**src/rtl/fifo_rd_pkg.sv**
```systemverilog
// fifo_rd_pkg
//   Shared constants and types for the async_fifo read-side drain engine
//   (fifo_rd_stream) and its skid buffer (fifo_skid_buf).
//   Contents:
//     DATA_W_DEF    - default FIFO / stream word width
//     BUF_DEPTH_DEF - default skid-buffer depth (2 sustains one word per cycle)
//     STATS_W       - width of the optional pop counter
//     word_t        - stream word at the default width
package fifo_rd_pkg;

  localparam int DATA_W_DEF    = 16;
  localparam int BUF_DEPTH_DEF = 2;
  localparam int STATS_W       = 32;

  typedef logic [DATA_W_DEF-1:0] word_t;

endpackage

```
**src/rtl/fifo_skid_buf.sv**
```systemverilog
// fifo_skid_buf
//   Small circular buffer that absorbs words arriving from the FIFO read port
//   and holds them until the downstream stream accepts them.
//   Ports:
//     clk, rst - clock, asynchronous active-high reset
//     push     - write din at the write pointer
//     pop      - advance the read pointer (head consumed downstream)
//     flush    - empty the buffer; takes priority over push/pop
//     din      - word to store
//     dout     - head word (entry at the read pointer)
//     valid    - buffer holds at least one word
//     count    - number of stored words, 0..DEPTH
module fifo_skid_buf
  import fifo_rd_pkg::*;
#(
  parameter int DATA_W = DATA_W_DEF,
  parameter int DEPTH  = BUF_DEPTH_DEF
) (
  input  logic                         clk,
  input  logic                         rst,
  input  logic                         push,
  input  logic                         pop,
  input  logic                         flush,
  input  logic [DATA_W-1:0]            din,
  output logic [DATA_W-1:0]            dout,
  output logic                         valid,
  output logic [$clog2(DEPTH+1)-1:0]   count
);

  localparam int CW = $clog2(DEPTH + 1);
  localparam int PW = (DEPTH > 1) ? $clog2(DEPTH) : 1;

  logic [DATA_W-1:0] mem [DEPTH];
  logic [PW-1:0]     wr_ptr;
  logic [PW-1:0]     rd_ptr;

  // Explicit wrap so non-power-of-two depths still cycle through DEPTH entries.
  function automatic logic [PW-1:0] next_ptr(input logic [PW-1:0] p);
    return (p == PW'(DEPTH - 1)) ? '0 : p + PW'(1);
  endfunction

  assign dout  = mem[rd_ptr];
  assign valid = (count != '0);

  // Storage is reset as well so the head reads as zero straight out of reset.
  always_ff @(posedge clk or posedge rst) begin
    if (rst) begin
      wr_ptr <= '0;
      rd_ptr <= '0;
      count  <= '0;
      for (int i = 0; i < DEPTH; i++) mem[i] <= '0;
    end else if (flush) begin
      wr_ptr <= '0;
      rd_ptr <= '0;
      count  <= '0;
    end else begin
      if (push) begin
        mem[wr_ptr] <= din;
        wr_ptr      <= next_ptr(wr_ptr);
      end
      if (pop) rd_ptr <= next_ptr(rd_ptr);
      case ({push, pop})
        2'b10:   count <= count + CW'(1);
        2'b01:   count <= count - CW'(1);
        default: count <= count;
      endcase
    end
  end

endmodule

```
**src/rtl/fifo_rd_stream.sv**
```systemverilog
// fifo_rd_stream
//   Read-side drain engine for async_fifo (rd_clk domain). Pops words from the
//   FIFO read port and presents them as a valid/ready stream. The FIFO's
//   one-cycle read latency is absorbed by a skid buffer, so back-pressure can
//   never cause a pop on empty or a lost word; one word per cycle is sustained.
//   Ports:
//     rd_clk, rd_rst - clock, asynchronous active-high reset
//     empty          - FIFO empty flag
//     rd_en          - FIFO pop strobe
//     rd_data        - FIFO read data, valid the cycle after rd_en is sampled
//     flush          - drop buffered and in-flight words
//     out_valid/out_ready/out_data - downstream stream
//     busy           - buffer non-empty or a pop still in flight
//   Optional build macro FIFO_RD_STATS_EN adds:
//     pop_cnt        - wrapping count of rd_en cycles
//     err_underrun   - sticky flag, rd_en seen while empty
module fifo_rd_stream
  import fifo_rd_pkg::*;
#(
  parameter int DATA_W    = DATA_W_DEF,
  parameter int BUF_DEPTH = BUF_DEPTH_DEF
) (
  input  logic               rd_clk,
  input  logic               rd_rst,
  input  logic               empty,
  output logic               rd_en,
  input  logic [DATA_W-1:0]  rd_data,
  input  logic               flush,
  output logic               out_valid,
  input  logic               out_ready,
  output logic [DATA_W-1:0]  out_data,
  output logic               busy
`ifdef FIFO_RD_STATS_EN
  ,
  output logic [STATS_W-1:0] pop_cnt,
  output logic               err_underrun
`endif
);

  localparam int CW = $clog2(BUF_DEPTH + 1);

  logic [CW-1:0] count;
  logic [CW:0]   committed;
  logic          inflight;
  logic          flush_drop;
  logic          pop;
  logic          push;

  assign pop  = out_valid & out_ready;
  assign push = inflight & ~flush_drop;

  // Slots already spoken for after this cycle: stored words plus the word in
  // flight, minus the head leaving now. Using this cycle's pop keeps the pipe
  // full at one word per cycle, at the cost of a combinational path from
  // out_ready to rd_en. Never underflows: pop implies count >= 1.
  assign committed = {1'b0, count} + {{CW{1'b0}}, inflight} - {{CW{1'b0}}, pop};
  assign rd_en     = ~rd_rst & ~empty & ~flush & (committed < (CW+1)'(BUF_DEPTH));

  assign busy = out_valid | inflight;

  // inflight marks that rd_data carries a fresh word this cycle; flush_drop
  // masks a capture in the cycle after a flush.
  always_ff @(posedge rd_clk or posedge rd_rst) begin
    if (rd_rst) begin
      inflight   <= 1'b0;
      flush_drop <= 1'b0;
    end else begin
      inflight   <= rd_en;
      flush_drop <= flush;
    end
  end

  fifo_skid_buf #(
    .DATA_W (DATA_W),
    .DEPTH  (BUF_DEPTH)
  ) u_buf (
    .clk   (rd_clk),
    .rst   (rd_rst),
    .push  (push),
    .pop   (pop),
    .flush (flush),
    .din   (rd_data),
    .dout  (out_data),
    .valid (out_valid),
    .count (count)
  );

`ifdef FIFO_RD_STATS_EN
  always_ff @(posedge rd_clk or posedge rd_rst) begin
    if (rd_rst) begin
      pop_cnt      <= '0;
      err_underrun <= 1'b0;
    end else begin
      if (rd_en)         pop_cnt      <= pop_cnt + STATS_W'(1);
      if (rd_en & empty) err_underrun <= 1'b1;
    end
  end
`endif

endmodule
```
**config.mk**
```make
export PLATFORM = sky130hd
export DESIGN_NAME = fifo_rd_stream
export DESIGN_NICKNAME = d
export VERILOG_FILES = /design/src/rtl/fifo_rd_pkg.sv /design/src/rtl/fifo_skid_buf.sv /design/src/rtl/fifo_rd_stream.sv
export SDC_FILE = /design/constraint.sdc
export NUM_CORES = 1
export LEC_CHECK = 0
export BUFFER_PORTS_ARGS = -buffer_cell sky130_fd_sc_hd__buf_2
export CORE_MARGIN = 2
export CORE_UTILIZATION = 48
export DETAILED_ROUTE_END_ITERATION = 7
export HOLD_SLACK_MARGIN = 0.06
export PLACE_DENSITY = 0.75
export SLEW_MARGIN = 5
export SYNTH_ARGS = -nofsm -noshare
export SYNTH_HDL_FRONTEND = slang
export SYNTH_HIERARCHICAL = 1
export SYNTH_SLANG_ARGS = --single-unit
export TNS_END_PERCENT = 100
```
**constraint.sdc**
```tcl
create_clock -name rd_clk -period 2.2 [get_ports rd_clk]
set_input_delay 0.22 -clock rd_clk [delete_from_list [all_inputs] [get_ports rd_clk]]
set_output_delay 0.22 -clock rd_clk [all_outputs]
set_load 0.01 [all_outputs]
```
## After elaboration in Yosys (flattened, before gate mapping)

Index checks and enable logic that the tools add are counted.

- $add $sub $neg: 6
- Order comparisons: 4
- Eq/ne operators: 2
- Muxes and demuxes: 14
- Bitwise operators: 12
- Reduce and logical (&&, ||, !) cells: 6

Operator list:

| operator | count |
|---|---|
| 2-to-1 mux 16 bit | 4 |
| bitwise mux 32 bit | 1 |
| demux 16 bit (select 1 bit) | 1 |
| 2-to-1 mux 1 bit | 6 |
| nonzero test 2 bit | 3 |
| bitwise AND 1 bit | 5 |
| greater-or-equal comparator 2 bit, second input constant | 2 |
| NOT 1 bit | 4 |
| NOT 1 -> 2 bit | 2 |
| case mux 2 bit (2 select lines) | 1 |
| adder 2 x 1 -> 3 bit | 1 |
| < comparator 3 x 2 -> 1 bit, second input constant | 1 |
| nonzero test 3 bit | 1 |
| subtractor 3 x 1 -> 3 bit | 1 |
| adder 1 bit, second input constant | 2 |
| adder 2 x 1 -> 2 bit, second input constant | 1 |
| equality test 2 x 1 -> 1 bit, second input constant | 1 |
| equality test 2 bit, second input constant | 1 |
| < comparator 2 x 1 -> 1 bit, second input constant | 1 |
| 2-to-1 mux 2 bit | 1 |
| AND reduction 2 bit | 1 |
| subtractor 2 x 1 -> 2 bit, second input constant | 1 |
| logical AND 1 bit | 1 |
| OR 1 bit | 1 |

- Register bits: 38
- Bits of input ports: 21
- Output and inout bits: 19
- Logic and storage cells: 51

## Logic depth before layout (Yosys ltp)

Gate-level depths: netlist of run 1.

- Depth after elaboration: 6
- Depth in mapped cells: 7
- Mapped depth without buffers: 7

## By module

Netlist of run 1, hierarchy kept.

By module, submodules not included:

| module | times used | cells an instance | area an instance (µm²) | seq. area each (µm²) |
|---|---|---|---|---|
| fifo_skid_buf | 1 | 105 | 1,657.8 | 900.9 |
| fifo_rd_stream | 1 | 13 | 147.6 | 50.0 |

## Worst setup path before layout of run 1

No wires, ideal clock.

- Path kind: register -> output
- Start: register u_buf.count[1]
- End: output rd_en
- Arrival time: 2.300 ns
- Data required time: 1.980 ns
- Path slack: -0.320 ns
- Stages on the path, launching flop included: 8
- Path buffers: 0
- Path through: dfrtp_1 or2_2 and2_1 ha_1 nand2b_1 fa_1 nand2b_4 nor4_2

- Longest elaborated chain between the ends: 5
- Elaborated cells between the ends (all ways): 6
- Classes of those cells: add/sub (2); order compare (1); bitwise (2); reduce/logical (1)

RTL lines:

| element | line | text |
|---|---|---|
| start, declared | fifo_skid_buf.sv:27 | `output logic [$clog2(DEPTH+1)-1:0] count` |
| start signal, assigned | fifo_skid_buf.sv:63 | `2'b10: count <= count + CW'(1);` |
| start signal, assigned | fifo_skid_buf.sv:64 | `2'b01: count <= count - CW'(1);` |
| start signal, assigned | fifo_skid_buf.sv:65 | `default: count <= count;` |
| nonzero test 2 bit | fifo_skid_buf.sv:43 | `assign valid = (count != '0);` |
| net out_valid | fifo_rd_stream.sv:29 | `output logic out_valid,` |
| bitwise AND 1 bit | fifo_rd_stream.sv:49 | `assign pop = out_valid & out_ready;` |
| net pop | fifo_rd_stream.sv:46 | `logic pop;` |
| subtractor 3 x 1 -> 3 bit | fifo_rd_stream.sv:56 | `assign committed = {1'b0, count} + {{CW{1'b0}}, inflight} - {{CW{1'b0}}, pop};` |
| < comparator 3 x 2 -> 1 bit | fifo_rd_stream.sv:57 | `assign rd_en = ~rd_rst & ~empty & ~flush & (committed < (CW+1)'(BUF_DEPTH));` |
| bitwise AND 1 bit | fifo_rd_stream.sv:57 |  |
| end, declared | fifo_rd_stream.sv:26 | `output logic rd_en,` |

The timed path passes the listed nets, and every way through them passes these cells.

## Final worst setup path of run 1

- Start: register u_buf.count[1]
- End: output rd_en

- Longest elaborated chain between the ends: 5
- Elaborated cells between the ends (all ways): 6
- Classes of those cells: add/sub (2); order compare (1); bitwise (2); reduce/logical (1)

RTL lines:

| element | line |
|---|---|
| nonzero test 2 bit | fifo_skid_buf.sv:43 |
| bitwise AND 1 bit | fifo_rd_stream.sv:49 |
| net pop | fifo_rd_stream.sv:46 |
| subtractor 3 x 1 -> 3 bit | fifo_rd_stream.sv:56 |
| < comparator 3 x 2 -> 1 bit | fifo_rd_stream.sv:57 |
| bitwise AND 1 bit | fifo_rd_stream.sv:57 |

The timed path passes the listed nets, and every way through them passes these cells.

==> results_dict.tcl, run 1 <==
set metrics [dict create \
    outcome "finished, violations left" \
    failed_checks "negative setup slack" \
    fillers 283 \
    startpoint "u_buf/count[1]" \
    max_slew_margin_pct 69.9 \
    fin_ws_ps -496 \
    synth_xor_area_share_pct 2.43 \
    reg2reg_depth 8 \
    grtUsageTotal_pct 18.9 \
    rsz0062_at_grt "true" \
    critPathMaxFanout 3 \
    hold_viol 0 \
    worst_path_most_repeated_cell "nand2b_4" \
    diodes 0 \
    grt_max_degree 27 \
    finalCoreUtilization_pct 61.7 \
    grt_overflow 0 \
    critPathTopFamily "simple AND/OR/NAND/NOR gates" \
    drc 0 \
    synth_compound_area_share_pct 0.277 \
    area.sequential_sq_um 951 \
    r2r-end "inflight" \
    num_rows 22 \
    muxShareOfSynthArea_pct 32.0 \
    synth.top_cell.area_share_pct 52.7 \
    drt_pass1_iterations 4 \
    critPathCaptureType "output port" \
    clock_path_buffers 2 \
    fin_nets 193 \
    slew_violations 0 \
    first_iter_violations 24 \
    ys_types 24 \
    worstPathCellList "or2_4 > and2_4 > ha_4 > nand2b_4 > fa_2 > nand2b_4 > nor4_4 > buf_2" \
    clock_latency_ps 290 \
    avgSynthCellArea_sq_um 15.3 \
    cpPeakStageDelay_ps 560 \
    cp.arrival_ps 2480 \
    io_buffers 39 \
    leakage_nw 1.17 \
    power_density_mw_per_mm2 1160 \
    multi_input_area_sq_um 831 \
    max_freq_mhz 371 \
    grt_pass1_vias 1250 \
    synth-adder-area-share_pct 1.80 \
    worst_slew_pin_slew_ps 451 \
    hold_end "flush_drop" \
    hold_path_depth 1 \
    core_area_sq_mm 0.00363 \
    synth-simple-area-share_pct 7.48 \
    antenna_left 0 \
    setup_violations 2 \
    cts_buffers 5 \
    vias 1112 \
    fin_skew_ps 5.78 \
    place_congestion 0.713 \
    routed_wirelength_mm 3.48 \
    cts_root_buffer "clkbuf_8" \
    critPathBufInv 1 \
    reg2reg_from "u_buf/count[1]" \
    clk_pin_slew_ps 70 \
    yosys_warnings 6 \
    dieArea_sq_mm 0.00427 \
    num_io_pins 40 \
    worstSetupPathType "flop to output port" \
    htreeDepth 2 \
    synth_area_leaders "dfrtp_1 (53%), mux2_2 (24%), mux2_4 (8.3%), xnor2_1 (1.5%), buf_12 (1.1%)" \
    fin_crit_sh_pct 123 \
    instances_no_fill 219 \
    rrSetupSlack_ps -20 \
    min_path_type "input pin to flop" \
    start_util_pct 49.7 \
    yosys_most_used_dff "dfrtp_1" \
    synth_top_family_by_area "multiplexers" \
    crit_path_start_kind "flop" \
    die-width_microns 65.3 \
    synth-seq-cells 38 \
    slowest_stage "fa_2" \
    syn_inst 118 \
    synth_edf_count 0 \
    worst-path-stages 8 \
    required_ps 1980 \
    cts_tree "done" \
    ys_seq_area_share_pct 52.7 \
    wl_per_cell_microns 15.9 \
    syn2layout_area_growth_pct 24.2 \
    post-route-min-period_ps 2700 \
    via_per_inst 5.08 \
    drive_gt1_share_pct 67.8 \
    dieHeight_microns 65.3 \
    dp.cells 208 \
    cts.sinks 38 \
    ir_drop_mv 0.564 \
    maxCapViolCount 0 \
    synth_top_area_cell "dfrtp_1" \
    async_flop_share_pct 100 \
    hp-start "flush" \
    syn-num-nets 141 \
    place_hpwl_mm 2.37 \
    synth_area_sq_mm 0.00181 \
    ys_top_cells_by_count "dfrtp_1 (38), mux2_2 (38), mux2_4 (10)" \
    grt_first_pass_wirelength_mm 5.92 \
    antenna_found_initial 0 \
]
-- flip-flops by register name, indices dropped and copies added, names as in the netlist --
| register | cells |
|---|---|
| u_buf/mem | 32 |
| u_buf/rd_ptr | 1 |
| u_buf/count | 2 |
| inflight | 1 |
| u_buf/wr_ptr | 1 |
| flush_drop | 1 |
-- per-stage QoR --
stage	power, mW	area, sq um	worst slack, ps	hold WS, ps	setup TNS, ps
2_1_floorplan	1.70	1840	-154	-38.8	-209
3_3_place_gp	1.97	2110	-146	106	-146
3_5_place_dp	2.02	2110	-241	123	-241
4_1_cts	2.62	2230	-475	162	-475
5_1_grt	2.77	2240	-585	155	-673
6_report	2.60	2240	-496	168	-513
-- worst reg2reg max path, cell delays in order, from the launching register on --
cell and delay (ps):
dfrtp_1 390, or2_4 250, and2_4 150, ha_4 200, nand2b_4 130, fa_2 560
nand2b_4 60, nor4_4 280, buf_4 150
-- power by group --
group	switching (mW)	internal [mW]	leakage [nW]
clock	0.232	0.333	0.0579
sequential	0.113	0.886	0.501
combinational	0.430	0.605	0.615
total	0.775	1.82	1.17
-- worst max-delay path by stage --
stage                 end  slack, ps
finish              rd_en       -500
global route        rd_en       -580
CTS                 rd_en       -480
detailed placement  rd_en       -240
global placement    rd_en       -150
floorplan           rd_en       -150
-- routing by layer --
metal,vias up,global-route usage [%],part of all wire [%]
met2,19,33.8,56
met1,574,21.1,39
li1,513,-,-
met3,6,6.51,3.7
met5,-,0,0
met4,0,5.99,1.1
-- cell type report --
class,instances,share of cell area (%)
clock buffers,5,3.07
well taps,48,2.68
clock inverters,3,1.79
inverters,3,0.502
repair buffers,50,12.5
flip-flops and latches,38,42.4
multi-input cells,72,37.1
-- timing repair --
item | 4_1_cts | 5_1_grt
pin swaps | 3 | 1
hold endpoints to repair | 12 | 0
setup endpoints to repair | 1 | 2
gates resized for setup | 0 | 1
buffers inserted | 1 | 2
hold buffers | 1 | 0
-- layout by cell type, fill, tap and decap left out, types with 2 or more instances in the layout --
master    instances
clkinv_2          2
nand2b_4          2
dfrtp_1          38
xnor2_1           3
clkbuf_8          5
mux2_2           38
buf_2            39
nor2_1            4
mux2_4           10
xor2_1            2
nor3b_1           2
buf_4            10
inv_1             3
-- cells by family after synthesis --
logic type      after synthesis
fa+ha+maj                     2
compound gates                1
mux                          48
buf+inv                       8
xor+xnor                      5
flops                        38
simple gates                 16
Power figures use the tool's default switching activity.
==> run 2, diff against run 1 <==
--- a/config.mk
+++ b/config.mk
@@ -6,11 +6,10 @@
 export NUM_CORES = 1
 export LEC_CHECK = 0
 export BUFFER_PORTS_ARGS = -buffer_cell sky130_fd_sc_hd__buf_2
+export CORE_ASPECT_RATIO = 1.4
 export CORE_MARGIN = 2
-export CORE_UTILIZATION = 48
+export CORE_UTILIZATION = 30
 export DETAILED_ROUTE_END_ITERATION = 7
-export HOLD_SLACK_MARGIN = 0.06
-export PLACE_DENSITY = 0.75
 export SLEW_MARGIN = 5
 export SYNTH_ARGS = -nofsm -noshare
 export SYNTH_HDL_FRONTEND = slang
==> results_dict.tcl, run 2 (same netlist as run 1, synthesis figures left out) <==
set metrics [dict create \
    outcome "finished, violations left" \
    failed_checks "negative setup slack" \
    grt_max_degree 37 \
    worstSetupPathType "flop to output port" \
    grt_overflow 0 \
    ir_drop_mv 0.497 \
    clock_latency_ps 280 \
    worstPathCellList "or2_4 > and2_4 > ha_4 > nand2b_4 > fa_2 > nand2b_4 > nor4_4 > buf_2" \
    grt_first_pass_wirelength_mm 6.04 \
    rsz0062_at_grt "true" \
    num_rows 33 \
    io_buffers 39 \
    maxCapViolCount 0 \
    worst-path-stages 8 \
    rrSetupSlack_ps -20 \
    antenna_left 0 \
    drc 0 \
    wl_per_cell_microns 15.0 \
    leakage_nw 1.18 \
    die-width_microns 69.6 \
    first_iter_violations 22 \
    critPathTopFamily "simple AND/OR/NAND/NOR gates" \
    num_io_pins 40 \
    dieHeight_microns 95.8 \
    routed_wirelength_mm 3.63 \
    setup_violations 2 \
    clock_path_buffers 2 \
    max_freq_mhz 371 \
    post-route-min-period_ps 2700 \
    fin_crit_sh_pct 123 \
    reg2reg_depth 8 \
    power_density_mw_per_mm2 1120 \
    syn2layout_area_growth_pct 25.6 \
    htreeDepth 2 \
    worst_slew_pin_slew_ps 457 \
    layout_common_cells "buf_2 (39), dfrtp_1 (38), mux2_2 (38), buf_4 (12), mux2_4 (10)" \
    cts_buffers 5 \
    fin_ws_ps -496 \
    cp.arrival_ps 2480 \
    drive_gt1_share_pct 67.6 \
    drt_pass1_iterations 4 \
    clk_pin_slew_ps 70 \
    min_path_type "input pin to flop" \
    crit_path_start_kind "flop" \
    slew_violations 0 \
    antenna_found_initial 0 \
    largest_reg_flops 32 \
    cpPeakStageDelay_ps 560 \
    place_hpwl_mm 2.63 \
    critPathCaptureType "output port" \
    power_mw 2.55 \
    required_ps 1980 \
    slowest_stage "fa_2" \
    finalCoreUtilization_pct 38.9 \
    hold_viol 0 \
    critPathBufInv 1 \
    worst_path_most_repeated_cell "nand2b_4" \
    start_util_pct 31.0 \
    cts_root_buffer "clkbuf_8" \
    max_slew_margin_pct 69.5 \
    cts_tree "done" \
    vias 1103 \
    top_register "u_buf/mem" \
    post_dp_cell_area_sq_mm 0.00213 \
    diodes 0 \
    via_per_inst 4.54 \
    grt_pass1_vias 1268 \
    fin_skew_ps 4.16 \
    place_congestion 0.721 \
    timing.setup.tns_ps -521 \
    fin_nets 195 \
    cts.sinks 38 \
    reg_top3 "u_buf/mem (32), u_buf/count (2)" \
    dieArea_sq_mm 0.00666 \
    fillers 564 \
    final_common_cell "buf_2" \
    final_area_sq_mm 0.00227 \
    critPathMaxFanout 3 \
    core_area_sq_mm 0.00582 \
    grtUsageTotal_pct 11.8 \
    hold_path_depth 1 \
]
[run 2: cell types whose count changed in the layout (fill, tap and decap cells not counted), sizes merged]
cell / delta
buf: +2
bufinv: -1
clkinv: -1
clkbuf: +2
[run 2: repair_timing]
action                                 in CTS  in global routing
gates resized for setup                     0                  1
buffers inserted                            3                  1
hold buffers                                1                  0
cloned                                      0                  0
pin swaps                                   3                  0
setup endpoints to repair                   1                  2
endpoints found under the hold margin       2                  0
[run 2: area by class of cell]
| cell class | instances | area (sq um) | share of cell area (%) |
|---|---|---|---|
| clock buffer | 7 | 86.3 | 3.81 |
| clock inverter | 1 | 5.00 | 0.221 |
| inverter | 3 | 11.3 | 0.497 |
| multi-input combinational | 72 | 831 | 36.6 |
| sequential | 38 | 951 | 41.9 |
| tap | 70 | 87.6 | 3.86 |
| timing repair buffer | 52 | 295 | 13.0 |
[run 2: per-layer routing]
metal	vias up	track usage (%)	part of all wire, %
li1	517	-	-
met1	552	12.7	39
met2	32	21.9	56
met3	2	3.98	4.7
met4	0	3.76	0.66
met5	-	0	0
[run 2: final timing paths]
check	from	endpoint
max	u_buf/count[1]	rd_en
min	flush	flush_drop
max reg2reg	u_buf/count[1]	inflight
min reg2reg	u_buf/mem[29]	u_buf/mem[29]
max in group asynchronous	rd_rst	u_buf/mem[21]
min in group asynchronous	rd_rst	inflight
[run 2: power by group]
part | internal, mW | total, mW | switching, mW
logic | 0.620 | 1.06 | 0.438
registers | 0.886 | 1.01 | 0.119
clock network | 0.253 | 0.485 | 0.232
total | 1.76 | 2.55 | 0.789
[run 2: stage by stage]
stage	std cells	setup slack [ps]	hold WS [ps]
global route	243	-593	157
global placement	230	-145	105
detailed placement	230	-240	119
floorplan	118	-154	-38.8
CTS	242	-497	167
finish	243	-496	174
==> run 3, diff against run 2 <==
--- a/config.mk
+++ b/config.mk
@@ -6,8 +6,8 @@
 export NUM_CORES = 1
 export LEC_CHECK = 0
 export BUFFER_PORTS_ARGS = -buffer_cell sky130_fd_sc_hd__buf_2
-export CORE_ASPECT_RATIO = 1.4
-export CORE_MARGIN = 2
+export CORE_ASPECT_RATIO = 1.1
+export CORE_MARGIN = 1
 export CORE_UTILIZATION = 30
 export DETAILED_ROUTE_END_ITERATION = 7
 export SLEW_MARGIN = 5
==> results_dict.tcl, run 3 (same netlist as run 1, synthesis figures left out) <==
set metrics [dict create \
    first_iter_violations 40 \
    dieHeight_microns 83.4 \
    reg2reg_from "u_buf/count[0]" \
    top_register "u_buf/mem" \
    failed_checks "negative setup slack" \
    via_per_inst 4.48 \
    min_path_type "input pin to flop" \
    r2r-end "inflight" \
    grt_overflow 0 \
    slew_violations 0 \
    fin_ws_ps -473 \
    dp.cells 237 \
    hold_end "flush_drop" \
    timing.setup.tns_ps -473 \
    num_rows 29 \
    leakage_nw 1.16 \
    drc 0 \
    critPathCaptureType "output port" \
    grt_max_degree 37 \
    maxCapViolCount 0 \
    place_hpwl_mm 2.46 \
    power_mw 2.51 \
    fin_skew_ps 6.87 \
    drive_gt1_share_pct 66.3 \
    cts_buffers 5 \
    vias 1102 \
    setup_violations 1 \
    worstSetupPathType "flop to output port" \
    preCtsSetupSlack_ps -200 \
    hold_path_depth 1 \
    rsz0062_at_grt "true" \
    num_io_pins 40 \
    max_slew_margin_pct 69.2 \
    drt_pass1_iterations 3 \
    htreeDepth 2 \
    clock_path_buffers 2 \
    max_freq_mhz 374 \
    cts_setup_buffers 0 \
    dieArea_sq_mm 0.00633 \
    largest_reg_flops 32 \
    worst_slew_pin_slew_ps 461 \
    wl_per_cell_microns 14.2 \
    hold_viol 0 \
    critPathMaxFanout 3 \
    reg2reg_depth 7 \
    grt_pass1_vias 1203 \
    clock_latency_ps 290 \
    outcome "finished, violations left" \
    power_density_mw_per_mm2 1120 \
    core_area_sq_mm 0.00577 \
    grt_first_pass_wirelength_mm 5.84 \
    rrSetupSlack_ps 110 \
    syn2layout_area_growth_pct 24.3 \
    grtUsageTotal_pct 12.1 \
    io_buffers 39 \
    place_congestion 0.740 \
    required_ps 1980 \
    routed_wirelength_mm 3.49 \
    cts_tree "done" \
    fin_nets 191 \
    crit_path_start_kind "flop" \
    cp.arrival_ps 2450 \
    start_util_pct 31.3 \
    antenna_left 0 \
    instances_no_fill 246 \
    post-route-min-period_ps 2670 \
    layout_common_cells "buf_2 (39), dfrtp_1 (38), mux2_2 (38), mux2_4 (10), buf_4 (8)" \
    reg_top3 "u_buf/mem (32), u_buf/count (2)" \
    hp-start "flush" \
    clk_pin_slew_ps 70 \
    die-width_microns 76.0 \
    antenna_found_initial 0 \
    diodes 0 \
    fin_crit_sh_pct 122 \
    final_common_cell "buf_2" \
    cts_root_buffer "clkbuf_8" \
    ir_drop_mv 0.514 \
    cts.sinks 38 \
]
run 3: cell types whose count changed in the layout (fill, tap and decap cells not counted):
cell | before | now
buf_4 | 12 | 8
fa_1 | 0 | 1
fa_2 | 1 | 0
run 3: worst max path at each step:
| stage | from | endpoint | slack (ps) | cells after the start |
|---|---|---|---|---|
| 4_1_cts | u_buf/count[0] | rd_en | -500 | 8 |
| 3_5_place_dp | u_buf/count[0] | rd_en | -200 | 8 |
| 3_3_place_gp | u_buf/count[0] | rd_en | -150 | 8 |
| 5_1_grt | u_buf/count[0] | rd_en | -580 | 8 |
| 2_1_floorplan | u_buf/count[0] | rd_en | -150 | 7 |
| 6_report | u_buf/count[0] | rd_en | -470 | 8 |
run 3: worst max-delay path: stages (launching register included):
cell,delay [ps]
dfrtp_1,390
or2_4,260
and2_4,150
ha_4,200
nand2b_4,130
fa_1,530
nand2b_4,70
nor4_4,250
buf_2,170
run 3: final cells by class:
type	instances	area (sq um)
fillers	557	3530
flip-flops and latches	38	951
multi-input cells	72	828
repair buffers	48	265
well taps	77	96.3
clock buffers	7	86.3
inverters	3	11.3
clock inverters	1	5.00
run 3: metrics by stage:
step	utilization, %	hold WS, ps	area [sq um]
final	38.9	169	2240
after global routing	38.9	158	2240
after global placement	37.1	109	2140
after detailed placement	37.1	112	2140
after CTS	38.9	158	2240
after floorplan	-	-38.8	1840
run 3: where the power goes:
part           total (mW)  internal [mW]  switching (mW)
Combinational        1.02          0.592           0.431
Clock               0.490          0.253           0.237
Sequential          0.994          0.886           0.108
run 3: per-layer routing:
layer / global-route usage (%) / wire [microns]
met1: 14.0 / 1570
met2: 20.0 / 1670
met5: 0 / 0
met3: 3.96 / 175
met4: 5.77 / 70
run 3: what timing repair did:
item	4_1_cts	5_1_grt
endpoints found under the setup margin	1	1
hold buffers	1	0
resized for setup	0	0
pin swaps	2	0
endpoints found under the hold margin	2	0
